<file path="config.mk">
export PLATFORM = sky130hd
export DESIGN_NAME = jtag_uart_0_dsink_module
export DESIGN_NICKNAME = d
export VERILOG_FILES = /design/src/rtl/jtag_uart_0_dsink_pkg.sv /design/src/rtl/jtag_uart_0_dsink_fifo.sv /design/src/rtl/jtag_uart_0_dsink_module.sv
export SDC_FILE = /design/constraint.sdc
export NUM_CORES = 1
export LEC_CHECK = 0
export CAP_MARGIN = 5
export CORE_ASPECT_RATIO = 1.75
export CORE_UTILIZATION = 56
export DETAILED_ROUTE_END_ITERATION = 7
export PLACE_DENSITY = 0.76
export REMOVE_ABC_BUFFERS = 1
export SLEW_MARGIN = 25
export SYNTH_ARGS = -nofsm -noshare
export SYNTH_HDL_FRONTEND = slang
export SYNTH_SLANG_ARGS = --single-unit
</file>
<file path="constraint.sdc">
create_clock -name clk -period 3.4 [get_ports clk]
set_input_delay 0.34 -clock clk [delete_from_list [all_inputs] [get_ports clk]]
set_output_delay 0.34 -clock clk [all_outputs]
set_load 0.03 [all_outputs]
</file>
<file path="src/rtl/jtag_uart_0_dsink_pkg.sv">
`default_nettype none
// ============================================================================
// jtag_uart_0_dsink_pkg : shared types for the JTAG UART transmit sink
// Rev 1.0
// ============================================================================
package jtag_uart_0_dsink_pkg;

  typedef enum logic [1:0] {
    ST_IDLE    = 2'd0,
    ST_PRESENT = 2'd1,
    ST_PACE    = 2'd2,
    ST_FLUSH   = 2'd3
  } state_t;

  typedef logic [7:0] byte_t;

  localparam logic [31:0] NUM_BYTES_MAX = 32'hFFFF_FFFF;

  function automatic logic [31:0] sat_inc32(input logic [31:0] v);
    return (v == NUM_BYTES_MAX) ? v : v + 32'd1;
  endfunction

endpackage
`default_nettype wire

</file>
<file path="src/rtl/jtag_uart_0_dsink_fifo.sv">
`default_nettype none
// ============================================================================
// jtag_uart_0_dsink_fifo : DEPTH x 8 synchronous FIFO, head visible on rd_data
// Rev 1.0
// ============================================================================
module jtag_uart_0_dsink_fifo
  import jtag_uart_0_dsink_pkg::*;
#(
  parameter int DEPTH  = 64,
  parameter int ADDR_W = 6
) (
  input  logic              clk,
  input  logic              reset,
  input  logic              wr_en,
  input  byte_t             wr_data,
  input  logic              pop,
  output byte_t             rd_data,
  output logic [ADDR_W:0]   count,
  output logic              full,
  output logic              empty
);

  localparam logic [ADDR_W:0] DEPTH_C = (ADDR_W+1)'(DEPTH);

  byte_t             mem_q [DEPTH];
  logic [ADDR_W-1:0] wr_ptr_q, wr_ptr_d;
  logic [ADDR_W-1:0] rd_ptr_q, rd_ptr_d;
  logic [ADDR_W:0]   count_q, count_d;
  logic              push_ok, pop_ok;

  assign full    = (count_q == DEPTH_C);
  assign empty   = (count_q == '0);
  assign count   = count_q;
  assign rd_data = mem_q[rd_ptr_q];

  // A write while full is dropped even if a pop frees a slot this cycle.
  assign push_ok = wr_en && !full;
  assign pop_ok  = pop && !empty;

  always_comb begin
    wr_ptr_d = push_ok ? wr_ptr_q + ADDR_W'(1) : wr_ptr_q;
    rd_ptr_d = pop_ok  ? rd_ptr_q + ADDR_W'(1) : rd_ptr_q;
    count_d  = count_q;
    case ({push_ok, pop_ok})
      2'b10:   count_d = count_q + (ADDR_W+1)'(1);
      2'b01:   count_d = count_q - (ADDR_W+1)'(1);
      default: count_d = count_q;
    endcase
  end

  always_ff @(posedge clk) begin
    if (reset) begin
      wr_ptr_q <= '0;
      rd_ptr_q <= '0;
      count_q  <= '0;
    end else begin
      wr_ptr_q <= wr_ptr_d;
      rd_ptr_q <= rd_ptr_d;
      count_q  <= count_d;
    end
  end

  always_ff @(posedge clk) begin
    if (push_ok) mem_q[wr_ptr_q] <= wr_data;
  end

endmodule
`default_nettype wire

</file>
<file path="src/rtl/jtag_uart_0_dsink_module.sv">
`default_nettype none
// ============================================================================
// jtag_uart_0_dsink_module : buffers CPU-written bytes, drains them paced,
// counts them and pulses flush once the stream has gone idle. Rev 1.0
// ============================================================================
module jtag_uart_0_dsink_module
  import jtag_uart_0_dsink_pkg::*;
#(
  parameter int DEPTH      = 64,
  parameter int ADDR_W     = 6,
  parameter int POLL_RATE  = 100,
  parameter int IDLE_FLUSH = 16
) (
  input  logic              clk,
  input  logic              reset,
  input  logic              wr_en,
  input  logic [7:0]        wr_data,
  output logic              wr_full,
  output logic [ADDR_W:0]   wr_avail,
  output logic              overflow,
  output logic              out_valid,
  output logic [7:0]        out_data,
  input  logic              out_ready,
  output logic              flush,
  output logic [31:0]       num_bytes
);

  localparam logic [ADDR_W:0] DEPTH_C = (ADDR_W+1)'(DEPTH);
  localparam int PACE_W = (POLL_RATE > 1) ? $clog2(POLL_RATE) : 1;
  localparam int IDLE_W = (IDLE_FLUSH > 1) ? $clog2(IDLE_FLUSH) : 1;
  localparam logic [PACE_W-1:0] PACE_LAST = PACE_W'((POLL_RATE > 0) ? POLL_RATE - 1 : 0);
  localparam logic [IDLE_W-1:0] IDLE_LAST = IDLE_W'(IDLE_FLUSH - 1);

  state_t              state_q, state_d;
  logic                out_valid_q, out_valid_d;
  byte_t               out_data_q, out_data_d;
  logic [PACE_W-1:0]   pace_cnt_q, pace_cnt_d;
  logic [IDLE_W-1:0]   idle_cnt_q, idle_cnt_d;
  logic                dirty_q, dirty_d;
  logic [31:0]         num_bytes_q, num_bytes_d;
  logic                overflow_q, overflow_d;

  logic                fifo_pop, fifo_full, fifo_empty, wr_accept;
  byte_t               fifo_head;
  logic [ADDR_W:0]     fifo_count;

  jtag_uart_0_dsink_fifo #(
    .DEPTH  (DEPTH),
    .ADDR_W (ADDR_W)
  ) u_fifo (
    .clk     (clk),
    .reset   (reset),
    .wr_en   (wr_en),
    .wr_data (wr_data),
    .pop     (fifo_pop),
    .rd_data (fifo_head),
    .count   (fifo_count),
    .full    (fifo_full),
    .empty   (fifo_empty)
  );

  assign wr_accept = wr_en && !fifo_full;

  always_comb begin
    state_d     = state_q;
    out_valid_d = out_valid_q;
    out_data_d  = out_data_q;
    pace_cnt_d  = pace_cnt_q;
    idle_cnt_d  = idle_cnt_q;
    dirty_d     = dirty_q;
    num_bytes_d = num_bytes_q;
    fifo_pop    = 1'b0;
    overflow_d  = overflow_q | (wr_en & fifo_full);

    case (state_q)
      ST_IDLE: begin
        if (!fifo_empty) begin
          state_d     = ST_PRESENT;
          out_valid_d = 1'b1;
          out_data_d  = fifo_head;
          idle_cnt_d  = '0;
        end else if (dirty_q && (idle_cnt_q == IDLE_LAST) && !wr_accept) begin
          // A write landing now would make the FIFO non-empty during the pulse.
          state_d    = ST_FLUSH;
          idle_cnt_d = '0;
        end else if (idle_cnt_q != IDLE_LAST) begin
          idle_cnt_d = idle_cnt_q + IDLE_W'(1);
        end
      end
      ST_PRESENT: begin
        if (out_ready) begin
          fifo_pop    = 1'b1;
          out_valid_d = 1'b0;
          num_bytes_d = sat_inc32(num_bytes_q);
          dirty_d     = 1'b1;
          pace_cnt_d  = '0;
          state_d     = (POLL_RATE == 0) ? ST_IDLE : ST_PACE;
        end
      end
      ST_PACE: begin
        pace_cnt_d = pace_cnt_q + PACE_W'(1);
        if (pace_cnt_q == PACE_LAST) state_d = ST_IDLE;
      end
      ST_FLUSH: begin
        dirty_d = 1'b0;
        state_d = ST_IDLE;
      end
      default: state_d = ST_IDLE;
    endcase

    if (wr_accept) idle_cnt_d = '0;
  end

  always_ff @(posedge clk) begin
    if (reset) begin
      state_q     <= ST_IDLE;
      out_valid_q <= 1'b0;
      out_data_q  <= '0;
      pace_cnt_q  <= '0;
      idle_cnt_q  <= '0;
      dirty_q     <= 1'b0;
      num_bytes_q <= '0;
      overflow_q  <= 1'b0;
    end else begin
      state_q     <= state_d;
      out_valid_q <= out_valid_d;
      out_data_q  <= out_data_d;
      pace_cnt_q  <= pace_cnt_d;
      idle_cnt_q  <= idle_cnt_d;
      dirty_q     <= dirty_d;
      num_bytes_q <= num_bytes_d;
      overflow_q  <= overflow_d;
    end
  end

  assign wr_full   = fifo_full;
  assign wr_avail  = DEPTH_C - fifo_count;
  assign overflow  = overflow_q;
  assign out_valid = out_valid_q;
  assign out_data  = out_data_q;
  assign flush     = (state_q == ST_FLUSH);
  assign num_bytes = num_bytes_q;

endmodule
`default_nettype wire

</file>
==> flow_summary.yaml <==
timing:
  hold_viol: 0
  tightestPinTransition_ps: 1060
  fin_crit_sh_pct: 88.6
  clock_skew_ps: 24.5
  report.final.slew_viol_count: 0
  relSlewSlack_pct: 29.6
  setup_viol: 0
  fmax_ghz: 0.332
  fin_setup_tns_ps: 0
  post-route-min-period_ps: 3010
  rsz0062_at_grt: "no"
floorplanning:
  io-pin-count: 63
  die_y_um: 276
  placementRows: 100
  start_util_pct: 56.6
  die_area_um2: 43700
  core_um2: 42400
  die_x_um: 159
clock_network:
  cts_tree: "built"
  cts_htree_levels: 2
  cts.sinks: 587
  clock_path_buffers: 3
  postCtsResizedCells: 0
  post_cts_buffers: 0
  clock_latency_ps: 580
  root_buffer: "clkbuf_16"
  path_clk_slew_ps: 70
  numCtsBuffers: 48
  cts_hold_buf: 0
drt:
  drt-initial-drc-count: 1142
  wl_um: 55200
  antenna_left: 0
  vias_per_cell: 6.20
  drc: 0
  firstDrtPassIters: 6
  via_count: 13810
  avgRoutedWirePerCell_um: 24.8
cells_and_area:
  layout_commonest_cell: "edfxtp_1"
  antenna_cells: 0
  stdcell_area_um2: 27400
  fin_util_pct: 64.7
  drive_gt1_share_pct: 21.1
  nets: 1649
  final_cell_mix: "512 x edfxtp_1, 127 x buf_4, 114 x nor2_1"
  nFillCells: 2871
  syn2layout_area_growth_pct: 14.3
logic_synthesis:
  ys_seq_area_share_pct: 70.3
  synth-edff-count: 512
  synth_warnings: 0
  syn_area_per_cell_um2: 16.3
  syn_inst: 1472
  synthesis.area_um2: 24000
  synth_area_leaders: "edfxtp_1 64%, mux4_2 6.5%, dfxtp_1 6.3%"
  ys_ff_latch: 587
  async_reset_ff_share_pct: 0
  synth_flop_cell: "edfxtp_1"
  post-synth-top-area-cell: "edfxtp_1"
  synth_top_area_share_pct: 64.0
  synthDistinctLibCells: 74
place:
  numPortBuffers: 62
  gp_congestion: 0.860
  hpwl_um: 37100
  place_area_um2: 25900
power_and_ir_drop:
  leakage_nw: 8.65
  cellPowerDensity_nw_per_um2: 544
  internal_power_mw: 11.5
  p_sw_share_pct: 22.8
  power_mw: 14.9
  power_frac_comb_pct: 9.3
  seqPwrFrac_pct: 53.8
  p_switching_mw: 3.41
  pwr-share-clk_pct: 36.8
  vdd_drop_max_v: 0.000618
global_route:
  antenna_found_initial: 0
  grt.total_usage_pct: 26.2
  grt_max_degree: 65
  grt_pass1_wl_um: 83200
  grt_pass1_vias: 13993
  grt_overflow: 0
critical_path:
  crit_top_cell: "ha_1"
  cp_top_family: "adder cells"
  cp.required_ps: 3850
  critPathKind: "flop to flop"
  critPathMaxStageDelay_ps: 350
  path_buf_inv: 2
  cp_max_fo: 6
  cp_cell_sequence: "inv_1 > ha_1 > nor2b_1 > a21oi_1 > ha_1 > xor2_1 > ha_1 > a21oi_1 > buf_4 > nor4_1 > a221oi_1 > mux2i_1 > mux2_2"
  cp_slowest_cell: "mux2_2"
  arrival_ps: 3470
  start_kind: "flop"
  end_kind: "flop"
min_path:
  hold_path.class: "input pin to flop"
flow_run:
  drv_cap: 0
status:
  status: "finished clean"
worst reg2reg max path, stage by stage, from the launching register on:
cell	delay, ps
dfxtp_1	310
inv_1	60
ha_1	260
nor2b_1	290
a21oi_1	130
ha_1	270
xor2_1	150
ha_1	200
a21oi_1	160
buf_4	150
nor4_1	50
a221oi_1	280
mux2i_1	250
mux2_2	350
registers in the layout, indices dropped and copies added (netlist names):
name             count
dirty_q              1
idle_cnt_q           4
num_bytes           32
out_data             8
out_valid            1
overflow             1
pace_cnt_q           7
state_q              2
u_fifo.count         7
u_fifo.mem_q       512
u_fifo.rd_ptr_q      6
u_fifo.wr_ptr_q      6
power by group through the flow:
| stage | clock, mW | sequential, mW | combinational [mW] |
|---|---|---|---|
| 2_1_floorplan | 0 | 8.30 | 0.699 |
| 3_3_place_gp | 0 | 8.19 | 1.34 |
| 3_5_place_dp | 0 | 8.20 | 1.38 |
| 4_1_cts | 5.56 | 8.04 | 1.39 |
| 5_1_grt | 5.82 | 8.05 | 1.49 |
| 6_report | 5.50 | 8.04 | 1.40 |
area by class of cell:
cell class	count	area, um^2	area share, %
clock inverter	27	246	0.898
tap	561	702	2.56
sequential	587	16900	61.5
clock buffer	63	1310	4.77
inverter	11	41.3	0.150
multi-input combinational	787	6630	24.2
timing repair buffer	193	1630	5.94
routing by layer:
layer  vias to the layer above  part of all wire (%)  wire [um]  GRT usage [%]
met3                       144                   5.1       2830           2.88
met1                      6972                    35      19400           29.7
met4                         0                   5.7       3130           14.6
li1                       6173                     -          -              -
met5                         -                     0          0              0
met2                       521                    54      29800           47.7
logic make-up after synthesis:
family,count (synthesis),synth area share [%]
flip-flops,587,70.3
XOR/XNOR,19,0.693
AND/OR/NAND/NOR,351,7.93
buffers and inverters,98,2.09
adder cells (fa/ha/maj),9,0.469
AO/OA/AOI/OAI,206,6.08
multiplexers,202,12.4
final timing paths:
| kind | end | slack (ps) | startpoint | depth (start not counted) |
|---|---|---|---|---|
| worst max register to register | u_fifo.count[4] | 390 | u_fifo.count[0] | 13 |
| worst min-delay path | u_fifo.mem_q[28][5] | 300 | wr_data[5] | 1 |
| worst min register to register | pace_cnt_q[1] | 490 | pace_cnt_q[1] | 2 |
| worst max-delay path | u_fifo.count[4] | 390 | u_fifo.count[0] | 13 |
metrics by stage:
stage	hold slack, ps	worst slack, ps	std cells
2_1_floorplan	409	-3110	1385
3_3_place_gp	458	371	2138
3_5_place_dp	475	363	2138
4_1_cts	284	441	2228
5_1_grt	267	228	2229
6_report	297	386	2229
synthesized netlist by cell type (7+ instances only):
cell	count
edfxtp_1	512
nor2_1	116
mux2i_1	89
dfxtp_1	75
mux4_2	69
nand2_1	57
a21oi_1	43
mux2_2	41
nand3_1	40
clkbuf_1	35
buf_2	30
o22ai_1	24
o21ai_0	21
nor2b_1	20
a22oi_1	17
o31ai_1	14
or4_1	14
a211oi_1	12
xor2_1	12
inv_1	11
nand4_1	11
a22o_1	10
nor3_1	10
and2_1	9
ha_1	9
a221oi_1	8
or3_1	8
and3_1	7
buf_4	7
buf_6	7
nand3b_1	7
nor4_1	7
o221ai_1	7
o22a_1	7
xnor2_1	7
Note: power is estimated with default switching activity, not from simulation.
